===== src/rtl/sail_mem_write_sequencer.sv =====
// Arbitrates multi-byte write requests and drains each one highest-address-first
// onto a byte-wide memory port. Define SAIL_MEM_SEQ_RR_EN for round-robin, else fixed priority.
module sail_mem_write_sequencer #(
    parameter  int NREQ      = 2,
    parameter  int MAX_BYTES = 8,
    parameter  int ADDR_W    = 64,
    localparam int CNT_W     = $clog2(MAX_BYTES + 1),
    localparam int ID_W      = (NREQ > 1) ? $clog2(NREQ) : 1
) (
    input  logic                      clk,
    input  logic                      rst,
    input  logic [NREQ-1:0]           req_valid,
    output logic [NREQ-1:0]           req_ready,
    input  logic [NREQ*ADDR_W-1:0]    req_addr,
    input  logic [NREQ*CNT_W-1:0]     req_nbytes,
    input  logic [NREQ*MAX_BYTES*8-1:0] req_data,
    output logic                      mem_valid,
    input  logic                      mem_ready,
    output logic [ADDR_W-1:0]         mem_addr,
    output logic [7:0]                mem_data,
    output logic                      busy,
    output logic                      done,
    output logic [ID_W-1:0]           done_id
);

    localparam int DATA_W = MAX_BYTES * 8;

    typedef enum logic [1:0] {S_IDLE, S_DRAIN, S_DONE} state_t;

    state_t              state_q, state_d;
    logic [CNT_W-1:0]    cnt_q, cnt_d;
    logic [ID_W-1:0]     id_q, id_d;
    logic [ADDR_W-1:0]   addr_q, addr_d;
    logic [DATA_W-1:0]   data_q, data_d;
    logic                mem_valid_q, mem_valid_d;
    logic [ADDR_W-1:0]   mem_addr_q, mem_addr_d;
    logic [7:0]          mem_data_q, mem_data_d;
    logic                busy_q, busy_d;
    logic                done_q, done_d;
    logic [ID_W-1:0]     done_id_q, done_id_d;

    logic [ID_W-1:0]     grant;
    logic                any_valid;
    logic [ADDR_W-1:0]   addr_g;
    logic [DATA_W-1:0]   data_g;
    logic [CNT_W-1:0]    nbytes_g;

`ifdef SAIL_MEM_SEQ_RR_EN
    logic [ID_W-1:0]     ptr_q, ptr_d;
    logic [NREQ-1:0]     rot;
    int                  sum;

    // Rotate so bit 0 is the pointer position; the first set bit wins.
    always_comb begin
        rot   = NREQ'({req_valid, req_valid} >> ptr_q);
        grant = '0;
        sum   = 0;
        for (int k = NREQ - 1; k >= 0; k--) begin
            if (rot[k]) begin
                sum = int'(ptr_q) + k;
                if (sum >= NREQ) sum = sum - NREQ;
                grant = ID_W'(sum);
            end
        end
    end
`else
    always_comb begin
        grant = '0;
        for (int k = NREQ - 1; k >= 0; k--) begin
            if (req_valid[k]) grant = ID_W'(k);
        end
    end
`endif

    always_comb begin
        any_valid = |req_valid;
        req_ready = '0;
        if (state_q == S_IDLE && !rst && any_valid) req_ready[grant] = 1'b1;
    end

    always_comb begin
        addr_g   = '0;
        data_g   = '0;
        nbytes_g = '0;
        for (int i = 0; i < NREQ; i++) begin
            if (ID_W'(i) == grant) begin
                addr_g   = req_addr[i*ADDR_W +: ADDR_W];
                data_g   = req_data[i*DATA_W +: DATA_W];
                nbytes_g = req_nbytes[i*CNT_W +: CNT_W];
            end
        end
    end

    // NOTE: every variable gets a default before the case so no path leaves it unassigned (no latches).
    always_comb begin
        state_d = state_q;
        cnt_d   = cnt_q;
        id_d    = id_q;
        addr_d  = addr_q;
        data_d  = data_q;
`ifdef SAIL_MEM_SEQ_RR_EN
        ptr_d   = ptr_q;
`endif
        unique case (state_q)
            S_IDLE: begin
                if (any_valid) begin
                    addr_d  = addr_g;
                    data_d  = data_g;
                    id_d    = grant;
                    cnt_d   = (nbytes_g > CNT_W'(MAX_BYTES)) ? CNT_W'(MAX_BYTES) : nbytes_g;
                    state_d = (cnt_d == '0) ? S_DONE : S_DRAIN;
                end
            end
            S_DRAIN: begin
                if (mem_ready) begin
                    cnt_d = cnt_q - CNT_W'(1);
                    if (cnt_d == '0) state_d = S_DONE;
                end
            end
            S_DONE: begin
                state_d = S_IDLE;
`ifdef SAIL_MEM_SEQ_RR_EN
                ptr_d   = (id_q == ID_W'(NREQ - 1)) ? '0 : id_q + ID_W'(1);
`endif
            end
            default: state_d = S_IDLE;
        endcase

        // Outputs are registered from the next-state values so they line up with the state.
        mem_valid_d = (state_d == S_DRAIN);
        mem_addr_d  = mem_valid_d ? addr_d + ADDR_W'(cnt_d - CNT_W'(1)) : '0;
        mem_data_d  = mem_valid_d ? 8'(data_d >> {cnt_d - CNT_W'(1), 3'b000}) : '0;
        busy_d      = (state_d != S_IDLE);
        done_d      = (state_d == S_DONE);
        done_id_d   = done_d ? id_d : '0;
    end

    always_ff @(posedge clk) begin
        if (rst) begin
            state_q     <= S_IDLE;
            cnt_q       <= '0;
            id_q        <= '0;
            mem_valid_q <= 1'b0;
            mem_addr_q  <= '0;
            mem_data_q  <= '0;
            busy_q      <= 1'b0;
            done_q      <= 1'b0;
            done_id_q   <= '0;
`ifdef SAIL_MEM_SEQ_RR_EN
            ptr_q       <= '0;
`endif
        end else begin
            state_q     <= state_d;
            cnt_q       <= cnt_d;
            id_q        <= id_d;
            mem_valid_q <= mem_valid_d;
            mem_addr_q  <= mem_addr_d;
            mem_data_q  <= mem_data_d;
            busy_q      <= busy_d;
            done_q      <= done_d;
            done_id_q   <= done_id_d;
`ifdef SAIL_MEM_SEQ_RR_EN
            ptr_q       <= ptr_d;
`endif
        end
    end

    // NOTE: the captured payload is only read after a fresh capture, so it carries no reset.
    always_ff @(posedge clk) begin
        addr_q <= addr_d;
        data_q <= data_d;
    end

    assign mem_valid = mem_valid_q;
    assign mem_addr  = mem_addr_q;
    assign mem_data  = mem_data_q;
    assign busy      = busy_q;
    assign done      = done_q;
    assign done_id   = done_id_q;

endmodule


===== config.mk =====
export PLATFORM = sky130hd
export DESIGN_NAME = sail_mem_write_sequencer
export DESIGN_NICKNAME = d
export VERILOG_FILES = /design/src/rtl/sail_mem_write_sequencer.sv
export SDC_FILE = /design/constraint.sdc
export NUM_CORES = 1
export LEC_CHECK = 0
export BUFFER_PORTS_ARGS = -buffer_cell sky130_fd_sc_hd__buf_2
export CORE_ASPECT_RATIO = 1.1
export CORE_UTILIZATION = 25
export CTS_CLUSTER_DIAMETER = 40
export DETAILED_ROUTE_END_ITERATION = 10
export PLACE_DENSITY = 0.48
export SETUP_SLACK_MARGIN = 0.05
export SLEW_MARGIN = 20
export SYNTH_ARGS = -nofsm -noshare
export SYNTH_HDL_FRONTEND = slang
export SYNTH_SLANG_ARGS = --single-unit

===== constraint.sdc =====
create_clock -name clk -period 11.5 [get_ports clk]
set_input_delay 1.725 -clock clk [delete_from_list [all_inputs] [get_ports clk]]
set_output_delay 1.725 -clock clk [all_outputs]
set_load 0.05 [all_outputs]

==> flow_summary_export.csv <==
group,metric,value,unit
floorplan,coreArea,46900,um2
synthesis,synthArstFlopShare,0,
synthesis,syn_area_per_cell,8.69,um2
clock_network,clk_pin_slew,0.05,ns
global_routing,grt_pass1_wl,67.9,mm
synthesis,syn_inst,1374,
clock_network,htree_levels,2,
power_and_ir_drop,total_power,3.65,mW
clock_network,clock_sinks,211,
worst_setup_path,required,11.92,ns
synthesis,ys_ff_latch,211,
worst_setup_path,path_common_cell,"o21ai_0",
cells_and_area,finish.utilization,0.331,
clock_network,cts_tree,"built",
detailed_routing,dr.pass1.iters,10,
synthesis,synth_warnings,0,
cells_and_area,regArea,4220,um2
synthesis,synth_area_leader_cell,"dfxtp_1",
detailed_routing,drc,0,
clock_network,cts_buffers,37,
clock_network,cts_resized,0,
synthesis,synth.distinct_cells,95,
clock_network,ctsHoldBuffers,0,
run_status,outcome,"completed",
detailed_routing,drt_iter0_drc,1139,
power_and_ir_drop,combinationalPowerShare,0.423,
detailed_routing,detail_route.wl_per_cell,19.4,um
floorplan,ios,347,
synthesis,synth.cell_area,11900,um2
cells_and_area,drive_gt1_frac,0.284,
clock_network,cts_setup_buffers,0,
synthesis,yosysSeqAreaShare,0.354,
synthesis,synth_top_flop_cell,"dfxtp_1",
sta,tns,0,ns
sta,final_hold_viol_count,0,
detailed_routing,vias,11800,
cells_and_area,multiInputGateArea,6910,um2
sta,clock-skew-final,0.0216,ns
sta,min_period,7.49,ns
global_routing,grt_max_degree,74,
power_and_ir_drop,netSwitchingFraction,0.407,
worst_setup_path,path_cells,"buf_2 > nor2b_1 > mux2i_1 > o21ai_2 > buf_4 > inv_1 > ha_1 > o31a_4 > nand2_4 > inv_2 > buf_4 > ha_1 > a21oi_1 > and2_1 > a21boi_0 > maj3_1 > o21ai_0 > a21o_1 > o21ai_0 > o21ba_2 > o21ai_0 > mux2i_1",
worst_setup_path,crit_type,"in2reg",
global_routing,grt_pass1_vias,11600,
floorplan,die_w,210,um
cells_and_area,instances_no_fill,2352,
detailed_routing,ant_nets,0,
cells_and_area,nets,2010,
clock_network,clk_latency,0.55,ns
power_and_ir_drop,pwr-share-seq,0.256,
worst_setup_path,start_kind,"input pin",
clock_network,cts_buffer_depth,3,
floorplan,die_area,48700,um2
power_and_ir_drop,p_switching,1.49,mW
global_routing,globalRouteTotalUtil,0.182,
floorplan,initial_core_util,0.254,
worst_setup_path,cp-end-kind,"register",
synthesis,synth_top_area_frac,0.354,
worst_setup_path,slowest_delay,0.64,ns
placement,place_hpwl,34.5,mm
job,drv_cap,0,
placement,dp.cells,2282,
floorplan,rows,83,
global_routing,gr-total-overflow,0,
synthesis,synth_edf_count,0,
sta,grt_setup_unrepaired,"no",
synthesis,synth_area_leaders,"dfxtp_1 (35%), a222oi_1 (7.2%), ha_1 (5.9%)",
detailed_routing,vias_per_cell,5.00,
power_and_ir_drop,ir_drop,0.0947,mV
power_and_ir_drop,leakagePower,7.34,nW
cells_and_area,synthToLayoutAreaGrowth,30.2,%
sta,finalSetupViolCount,0,
cells_and_area,n_fill_cell,5061,
power_and_ir_drop,power.density,235,nW/um2
worst_hold_path,min_path_type,"reg2reg",
global_routing,antenna_found_initial,9,
detailed_routing,wl,45.6,mm
sta,fmax,133,MHz
power_and_ir_drop,clkPwrFrac,0.321,
synthesis,synth_nets,1700,
sta,slew_headroom,0.301,
worst_setup_path,crit_fanout,51,
sta,worst_pin_slew,1.04,ns
sta,timing.final.max_slew_violations,0,
power_and_ir_drop,p_int,2.17,mW
worst_setup_path,slowest_stage,"buf_4",
worst_setup_path,arrival,7.91,ns
sta,fin_crit_sh,0.651,
placement,gp_congestion,0.858,
clock_network,clock-root-buffer,"clkbuf_16",
placement,io_buffers,346,
floorplan,die_y,231,um
==> worst paths after layout <==
path                              startpoint      endpoint  slack (ns)  depth (start not counted)
worst max-delay path            req_valid[1]  mem_addr[48]        4.01                         22
worst min register to register    data_q[47]    data_q[47]        0.47                          2
worst max register to register    state_q[0]  mem_addr[48]        4.77                         21
worst min-delay path              data_q[47]    data_q[47]        0.47                          2
==> power groups by stage <==
stage,sequential [mW],clock [mW],combinational [mW]
after global routing,0.951,1.24,1.68
after detailed placement,0.952,0,1.55
after floorplan,1.19,0,0.886
final,0.937,1.17,1.55
after global placement,0.950,0,1.55
after CTS,0.939,1.21,1.56
==> sequential cells by signal, indices dropped and copies added, names as in the netlist <==
name       count
done           1
addr_q        64
cnt_q          4
id_q           1
mem_valid      1
data_q        64
done_id        1
busy           1
state_q        2
mem_data       8
mem_addr      64
==> cells in the mapped netlist, types with 15 or more instances <==
cell and instances:
mux4_2 16, nand4_1 17, and3_1 15, nor2_1 112, dfxtp_1 211, nand3_1 40, a21oi_1 75, nand2_1 127
a22oi_1 40, inv_1 119, o21ai_0 44, a222oi_1 86, xnor2_1 43, ha_1 56, clkbuf_1 67, a21o_1 35
xor2_1 24
==> critical path, delay by kind of cell <==
kind                     cells  cell delay (ns)
multiplexers                 2             0.45
buffers and inverters        5             1.75
AND/OR/NAND/NOR              3             0.98
AO/OA/AOI/OAI                9             1.96
adder cells (fa/ha/maj)      3             0.98
==> cells in the final DEF, fill, tap and decap left out, types with 12 or more instances in the layout <==
| master | count |
|---|---|
| o21ai_0 | 44 |
| inv_1 | 119 |
| nor2_1 | 112 |
| and3_1 | 15 |
| buf_4 | 13 |
| a21oi_1 | 75 |
| ha_1 | 56 |
| a22oi_1 | 40 |
| nand3_1 | 40 |
| a31oi_1 | 12 |
| xor2_1 | 24 |
| dfxtp_1 | 211 |
| mux4_2 | 16 |
| a21o_1 | 34 |
| nand2_1 | 127 |
| o21bai_1 | 13 |
| clkbuf_16 | 37 |
| nor2b_1 | 13 |
| and2_1 | 13 |
| buf_2 | 346 |
| nand4_1 | 17 |
| xnor2_1 | 42 |
| a222oi_1 | 86 |
==> routing by layer <==
layer  part of all wire  GRT usage
met5             0.0012          0
met4              0.029     0.0677
met3              0.061     0.0440
met2               0.47      0.305
met1               0.44      0.226
==> kinds of logic after synthesis <==
logic type      Yosys count  share of synthesized area
compound gates          401                      0.258
xor+xnor                 69                     0.0528
fa+ha+maj                69                     0.0705
buf+inv                 210                     0.0695
flops                   211                      0.354
mux                      24                     0.0370
simple gates            390                      0.158
==> through the flow <==
stage	cell area [um2]	setup slack [ns]	hold WS, ns
after CTS	15500	4.02	0.476
after detailed placement	14200	3.48	0.462
after floorplan	11900	3.34	0.443
final	15500	4.01	0.473
after global routing	15500	3.47	0.490
after global placement	14200	3.64	0.452
==> layout make-up <==
cell class | instances | area share
antenna | 3 | 0.000483
clock buffer | 42 | 0.0633
clock inverter | 25 | 0.0219
inverter | 122 | 0.0294
multi-input combinational | 953 | 0.444
sequential | 211 | 0.272
tap | 637 | 0.0513
timing repair buffer | 359 | 0.118
Power figures use the tool's default switching activity.
